--- src/rtl/io_config_loader.sv ---
`default_nettype none
// ============================================================================
// io_config_loader: streams host config words MSB-first into a daisy chain of
// I/O block shadow registers, then pulses a latch. Revision: 1.0
// ============================================================================
module io_config_loader #(
  parameter int NUM_IOB = 8,
  parameter int CFG_W   = 3
) (
  input  logic             IOCLK,
  input  logic             RST_N,
  input  logic             START,
  input  logic             ABORT,
  input  logic             WVALID,
  output logic             WREADY,
  input  logic [CFG_W-1:0] WDATA,
  output logic             CFG_SDO,
  output logic             CFG_SEN,
  output logic             CFG_LATCH,
  output logic             BUSY,
  output logic             DONE
);

  localparam int WCNT_W = $clog2(NUM_IOB + 1);
  localparam int BCNT_W = (CFG_W > 1) ? $clog2(CFG_W) : 1;
  localparam logic [WCNT_W-1:0] LAST_WORD = WCNT_W'(NUM_IOB);
  localparam logic [BCNT_W-1:0] LAST_BIT  = BCNT_W'(CFG_W - 1);

  typedef enum logic [2:0] {
    ST_IDLE   = 3'd0,
    ST_ACCEPT = 3'd1,
    ST_SHIFT  = 3'd2,
    ST_LATCH  = 3'd3,
    ST_FINISH = 3'd4
  } state_t;

  state_t              state_q, state_d;
  logic [WCNT_W-1:0]   word_cnt_q, word_cnt_d;
  logic [BCNT_W-1:0]   bit_cnt_q, bit_cnt_d;
  logic [CFG_W-1:0]    shreg_q, shreg_d;
  logic                busy_q, busy_d;
  logic                done_q, done_d;
  logic [WCNT_W-1:0]   word_cnt_inc;

  always_ff @(posedge IOCLK or negedge RST_N) begin
    if (!RST_N) begin
      state_q    <= ST_IDLE;
      word_cnt_q <= '0;
      bit_cnt_q  <= '0;
      shreg_q    <= '0;
      busy_q     <= 1'b0;
      done_q     <= 1'b0;
    end else begin
      state_q    <= state_d;
      word_cnt_q <= word_cnt_d;
      bit_cnt_q  <= bit_cnt_d;
      shreg_q    <= shreg_d;
      busy_q     <= busy_d;
      done_q     <= done_d;
    end
  end

  always_comb begin
    state_d      = state_q;
    word_cnt_d   = word_cnt_q;
    bit_cnt_d    = bit_cnt_q;
    shreg_d      = shreg_q;
    busy_d       = busy_q;
    done_d       = done_q;
    word_cnt_inc = word_cnt_q + WCNT_W'(1);
    WREADY       = 1'b0;
    CFG_SDO      = 1'b0;
    CFG_SEN      = 1'b0;
    CFG_LATCH    = 1'b0;

    case (state_q)
      ST_IDLE: begin
        if (START) begin
          state_d    = ST_ACCEPT;
          busy_d     = 1'b1;
          done_d     = 1'b0;
          word_cnt_d = '0;
          bit_cnt_d  = '0;
        end
      end

      ST_ACCEPT: begin
        WREADY = 1'b1;
        // Abort wins over a simultaneous transfer; the offered word is dropped.
        if (ABORT) begin
          state_d = ST_IDLE;
          busy_d  = 1'b0;
          done_d  = 1'b0;
        end else if (WVALID) begin
          shreg_d   = WDATA;
          bit_cnt_d = '0;
          state_d   = ST_SHIFT;
        end
      end

      ST_SHIFT: begin
        CFG_SEN = 1'b1;
        CFG_SDO = shreg_q[CFG_W-1];
        if (ABORT) begin
          state_d = ST_IDLE;
          busy_d  = 1'b0;
          done_d  = 1'b0;
        end else begin
          shreg_d = shreg_q << 1;
          if (bit_cnt_q == LAST_BIT) begin
            bit_cnt_d  = '0;
            word_cnt_d = word_cnt_inc;
            state_d    = (word_cnt_inc == LAST_WORD) ? ST_LATCH : ST_ACCEPT;
          end else begin
            bit_cnt_d = bit_cnt_q + BCNT_W'(1);
          end
        end
      end

      ST_LATCH: begin
        // Status flips on entry to FINISH so it is visible during that cycle.
        CFG_LATCH = 1'b1;
        state_d   = ST_FINISH;
        busy_d    = 1'b0;
        done_d    = 1'b1;
      end

      ST_FINISH: begin
        state_d = ST_IDLE;
      end

      default: begin
        state_d = ST_IDLE;
      end
    endcase
  end

  assign BUSY = busy_q;
  assign DONE = done_q;

endmodule
`default_nettype wire

--- config.mk ---
export PLATFORM = sky130hd
export DESIGN_NAME = io_config_loader
export DESIGN_NICKNAME = d
export VERILOG_FILES = /design/src/rtl/io_config_loader.sv
export SDC_FILE = /design/constraint.sdc
export NUM_CORES = 1
export LEC_CHECK = 0
export CAP_MARGIN = 20
export CORE_MARGIN = 4
export CORE_UTILIZATION = 50
export CTS_CLUSTER_DIAMETER = 200
export DETAILED_ROUTE_END_ITERATION = 10
export PLACE_DENSITY = 0.82
export SETUP_SLACK_MARGIN = 0.5
export SKIP_LAST_GASP = 1
export SYNTH_ARGS = -nofsm -noshare
export SYNTH_HDL_FRONTEND = slang
export SYNTH_SLANG_ARGS = --single-unit
--- constraint.sdc ---
create_clock -name IOCLK -period 3.1 [get_ports IOCLK]
set_input_delay 0.31 -clock IOCLK [delete_from_list [all_inputs] [get_ports IOCLK]]
set_output_delay 0.31 -clock IOCLK [all_outputs]
set_load 0.02 [all_outputs]
Word-level counts from Yosys, hierarchy flattened
Index checks and enable logic that the tools add are counted.
{"block": "totals", "ff_bits": 14, "in_bits": 8, "word_cells": 62}
{"block": "op_classes", "addsub": 2, "eq_ne": 13, "muxes": 30, "reduce_logical": 11}
{"op": "two-way mux 3 bit", "n": 8}
{"op": "two-way mux 2 bit", "n": 6}
{"op": "two-way mux 4 bit", "n": 3}
{"op": "case mux 3 bit (4 select lines)", "n": 1}
{"op": "!= test 2 bit (second input constant)", "n": 5}
{"op": "case mux 4 bit (2 select lines)", "n": 1}
{"op": "AND reduction 4 bit", "n": 2}
{"op": "two-way mux 1 bit", "n": 7}
{"op": "equality test 3 x 2 -> 1 bit (second input constant)", "n": 2}
{"op": "!= test 3 bit (second input constant)", "n": 2}
{"op": "case mux 1 bit (3 select lines)", "n": 2}
{"op": "case mux 2 bit (3 select lines)", "n": 1}
{"op": "case mux 3 bit (2 select lines)", "n": 1}
{"op": "AND reduction 3 bit", "n": 2}
{"op": "nonzero test 3 bit", "n": 2}
{"op": "AND reduction 5 bit", "n": 1}
{"op": "adder 4 x 1 -> 4 bit (second input constant)", "n": 1}
{"op": "equality test 4 bit (second input constant)", "n": 1}
{"op": "nonzero test 2 bit", "n": 2}
{"op": "equality test 3 x 1 -> 1 bit (second input constant)", "n": 1}
{"op": "logical NOT 3 bit", "n": 1}
{"op": "adder 2 x 1 -> 2 bit (second input constant)", "n": 1}
{"op": "equality test 2 bit (second input constant)", "n": 1}
{"op": "!= test 2 x 1 -> 1 bit (second input constant)", "n": 1}
{"op": "OR reduction 2 bit", "n": 1}

Depth between registers and ports, before layout
{"block": "logic_depth", "word_depth": 6, "mapped_depth": 7, "mapped_depth_nobuf": 5}

Worst setup path after synthesis
OpenSTA, ideal clock, no wires.
{"block": "synth_timing", "path_kind": "register to output", "startpoint": "register state_q[2]", "endpoint": "output port CFG_SDO", "t_arrival_ps": 1437, "t_required_ps": 2790, "slack_ps": 1353, "stages_incl_launch_ff": 6, "cell_sequence": "dfrtp_1 > buf_6 > or3b_1 > buf_2 > clkinv_1 > and2_1"}
{"block": "synth_between", "elab_chain_cells": 2}
{"item": "from (decl)", "line_no": "37", "text": "state_t state_q, state_d;"}
{"item": "from (signal assigned)", "line_no": "54", "text": "state_q <= state_d;"}
{"item": "equality test 3 x 2 -> 1 bit", "line_no": "76", "text": "case (state_q)"}
{"item": "two-way mux 1 bit", "line_no": "76"}
{"item": "to (decl)", "line_no": "17", "text": "output logic CFG_SDO,"}
No other way between the ends.

Worst setup path after layout
Same ends and word-level chain as after synthesis.

==> results.py <==
metrics = {
    "global_routing": {
        "grt_first_pass_wirelength_mm": 2.960,
        "grt_pass1_vias": 662,
        "antenna_found_initial": 0,
        "grt_usage_pct": 16.01,
        "grt_max_degree": 16,
        "overflow": 0,
    },
    "cells_and_area": {
        "utilization_pct": 64.69,
        "drive_above_1_share_pct": 14.42,
        "diodes": 0,
        "areaGrowthSynthToFinish_pct": 19.41,
        "nNetsFinal": 115,
    },
    "pwr": {
        "power_density_nw_per_um2": 740.8,
        "peakVddDrop_mv": 0.4830,
        "p_int_uw": 471.4,
        "power_frac_comb_pct": 42.8,
        "seqPwrFrac_pct": 39.7,
        "p_switching_uw": 275.7,
        "p_leak_nw": 0.4318,
        "clkPwrFrac_pct": 17.5,
        "p_sw_share_pct": 36.90,
    },
    "yosys": {
        "synth.distinct_cells": 34,
        "yosys-top-cells-area": "dfrtp_1 41%, o21ai_0 4.7%, nand2_1 4.0%",
        "ys_seq_area_share_pct": 41.48,
        "synth.net_count": 102,
        "synth_cells": 92,
        "netlist_area_um2": 844.6,
        "avgSynthCellArea_um2": 9.180,
        "ys_ff_latch": 14,
        "yosys_warnings": 0,
        "yosysTopAreaCell": "dfrtp_1",
        "synth_top_area_share_pct": 41.48,
    },
    "worst_setup_path": {
        "critPathRequiredTime_ns": 2.79,
        "r2r.worst_path.cells": 3,
        "worstSetupEndpointType": "output pin",
        "worstSetupStartpointType": "flop",
        "worstSetupPathType": "reg -> out",
        "crit_fanout": 10,
        "critPathArrivalTime_ns": 2.15,
    },
    "route": {
        "antenna_left": 0,
        "dr_total_vias": 704,
        "drt_drc_violations_left": 0,
        "wire_per_inst_um": 14.03,
        "drtIter0Drc": 12,
        "first_pass_iters": 4,
        "wl_mm": 1.684,
        "viasPerCell": 5.867,
    },
    "place": {
        "io_buffer_count": 13,
        "gp_congestion": 0.8557,
        "dpl.hpwl_mm": 1.221,
    },
    "floorplan": {
        "core-area_um2": 1559,
        "die_h_um": 49.10,
        "dieArea_um2": 2411,
        "initial_core_util_pct": 54.17,
        "die_width_um": 49.10,
        "num_io_pins": 14,
        "rows": 14,
    },
    "clock_tree": {
        "postCtsHoldBufs": 0,
        "htree_levels": 1,
        "root_buffer": "clkbuf_4",
        "cts_made_buffers": 3,
        "clk_path_buf_depth": 2,
        "clkTransAtPathRegs_ns": 0.08,
        "clock-sinks": 14,
        "tritoncts": "yes",
        "clk_latency_ns": 0.28,
    },
    "timing": {
        "maxSlewViolCount": 0,
        "slew_headroom_pct": 57.92,
        "finClkSkew_ns": 0.0005083,
        "final.setup.tns_ns": 0,
        "setup_violations": 0,
        "fmax_ghz": 0.4066,
        "hold_violations": 0,
        "fin_crit_ns": 2.460,
        "tightest_slew_ns": 0.6293,
        "fin_crit_sh_pct": 79.34,
        "rsz0062_at_grt": "false",
    },
    "worst_hold_path": {
        "hold_path.class": "in -> async",
    },
    "flow_run": {
        "cap_viol_max_count": 0,
    },
    "status": {
        "status": "complete, no violations",
    },
}
-- cell usage in the layout, fill, tap and decap left out, types with 4 or more instances in the layout --
| cell type | count |
|---|---|
| clkdlybuf4s50_1 | 13 |
| dfrtp_1 | 12 |
| nand2_1 | 9 |
| o21ai_0 | 8 |
| and2_1 | 4 |
| nor3_1 | 4 |
| inv_1 | 4 |
| nand2b_1 | 4 |
| a21oi_1 | 4 |
-- area by class of cell --
type                            instances  area, um^2
Clock buffer                            4       36.28
Fill cell                             138       550.5
Inverter                                5       18.77
Multi-Input combinational cell         68       450.4
Sequential cell                        14       352.8
Tap cell                               16       20.02
Timing Repair Buffer                   13       130.1
-- metrics by stage --
stage | worst slack (ns) | total power [mW] | instance area [um^2] | hold slack (ns) | cells
after floorplan | 1.353 | 0.5170 | 844.6 | 0.01441 | 92
after global placement | 0.8925 | 0.6030 | 967.2 | 0.4568 | 116
after detailed placement | 0.8621 | 0.6137 | 967.2 | 0.4760 | 116
after CTS | 0.5294 | 0.7451 | 1003 | 0.4456 | 120
after global routing | 0.5621 | 0.8079 | 1008 | 0.4630 | 120
final | 0.6405 | 0.7471 | 1008 | 0.4127 | 120
-- state kept, by name, summed over array words and instances, names as in the netlist --
register	flops
state_q	3
DONE	1
bit_cnt_q	2
shreg_q	3
word_cnt_q	4
BUSY	1
-- routing by layer --
layer | wire length [um] | GRT usage [%] | vias to the layer above
li1 | - | - | 356
met1 | 808 | 21.50 | 332
met2 | 766 | 22.10 | 11
met3 | 71 | 5.199 | 5
met4 | 37 | 9.479 | 0
met5 | 0 | 0 | -
-- power by group through the flow --
stage / clock (mW) / sequential (mW) / combinational [mW]
5_1_grt: 0.149 / 0.308 / 0.351
2_1_floorplan: 0 / 0.276 / 0.241
3_5_place_dp: 0 / 0.297 / 0.316
4_1_cts: 0.135 / 0.292 / 0.319
6_report: 0.131 / 0.297 / 0.320
3_3_place_gp: 0 / 0.290 / 0.313
-- path summary, 6_finish.rpt --
kind	endpoint	from	slack [ns]
worst max register to register	word_cnt_q[3]	state_q[2]	1.45
worst max-delay path	CFG_SDO	state_q[2]	0.64
worst min-delay path	BUSY	RST_N	0.41
min in group IOCLK	shreg_q[2]	shreg_q[2]	0.49
worst min register to register	shreg_q[2]	shreg_q[2]	0.49
max in group asynchronous	state_q[1]	RST_N	2.25
-- critical path, stage by stage, from the launching register on --
cell and delay (ns):
dfrtp_1 0.49, or3b_4 0.47, clkinv_1 0.17, and2_1 0.14, clkdlybuf4s50_1 0.59
-- synth_stat cells --
library cell	count
ha_1	2
nand2_1	9
or4_1	1
nor2b_1	1
nor3_1	4
o211ai_1	2
clkbuf_1	3
clkinv_1	1
a21oi_1	4
a31o_2	1
nand4_1	1
o31ai_1	2
nor2_1	3
o2bb2ai_1	1
a31oi_1	2
nor3b_1	1
mux2_2	3
a21o_1	1
a211o_2	3
nand3b_1	2
buf_6	1
o31a_1	1
inv_1	4
mux2i_1	2
or3b_1	1
o21ai_0	8
dfrtp_1	14
nand3_1	2
xnor2_1	1
nand2b_1	4
and2_1	4
a22o_1	1
and2b_2	1
buf_2	1
-- kinds of logic after synthesis --
family	synth area share (%)
buf+inv	5.480
simple gates	21.93
compound gates	20.74
mux	6.370
xor+xnor	1.037
flops	41.48
fa+ha+maj	2.962
-- repair_timing --
action / CTS / global route
endpoints found under the setup margin: 0 / 1
gates resized for setup: 0 / 3
setup buffers: 0 / 0
Note: power is estimated with default switching activity, not from simulation.
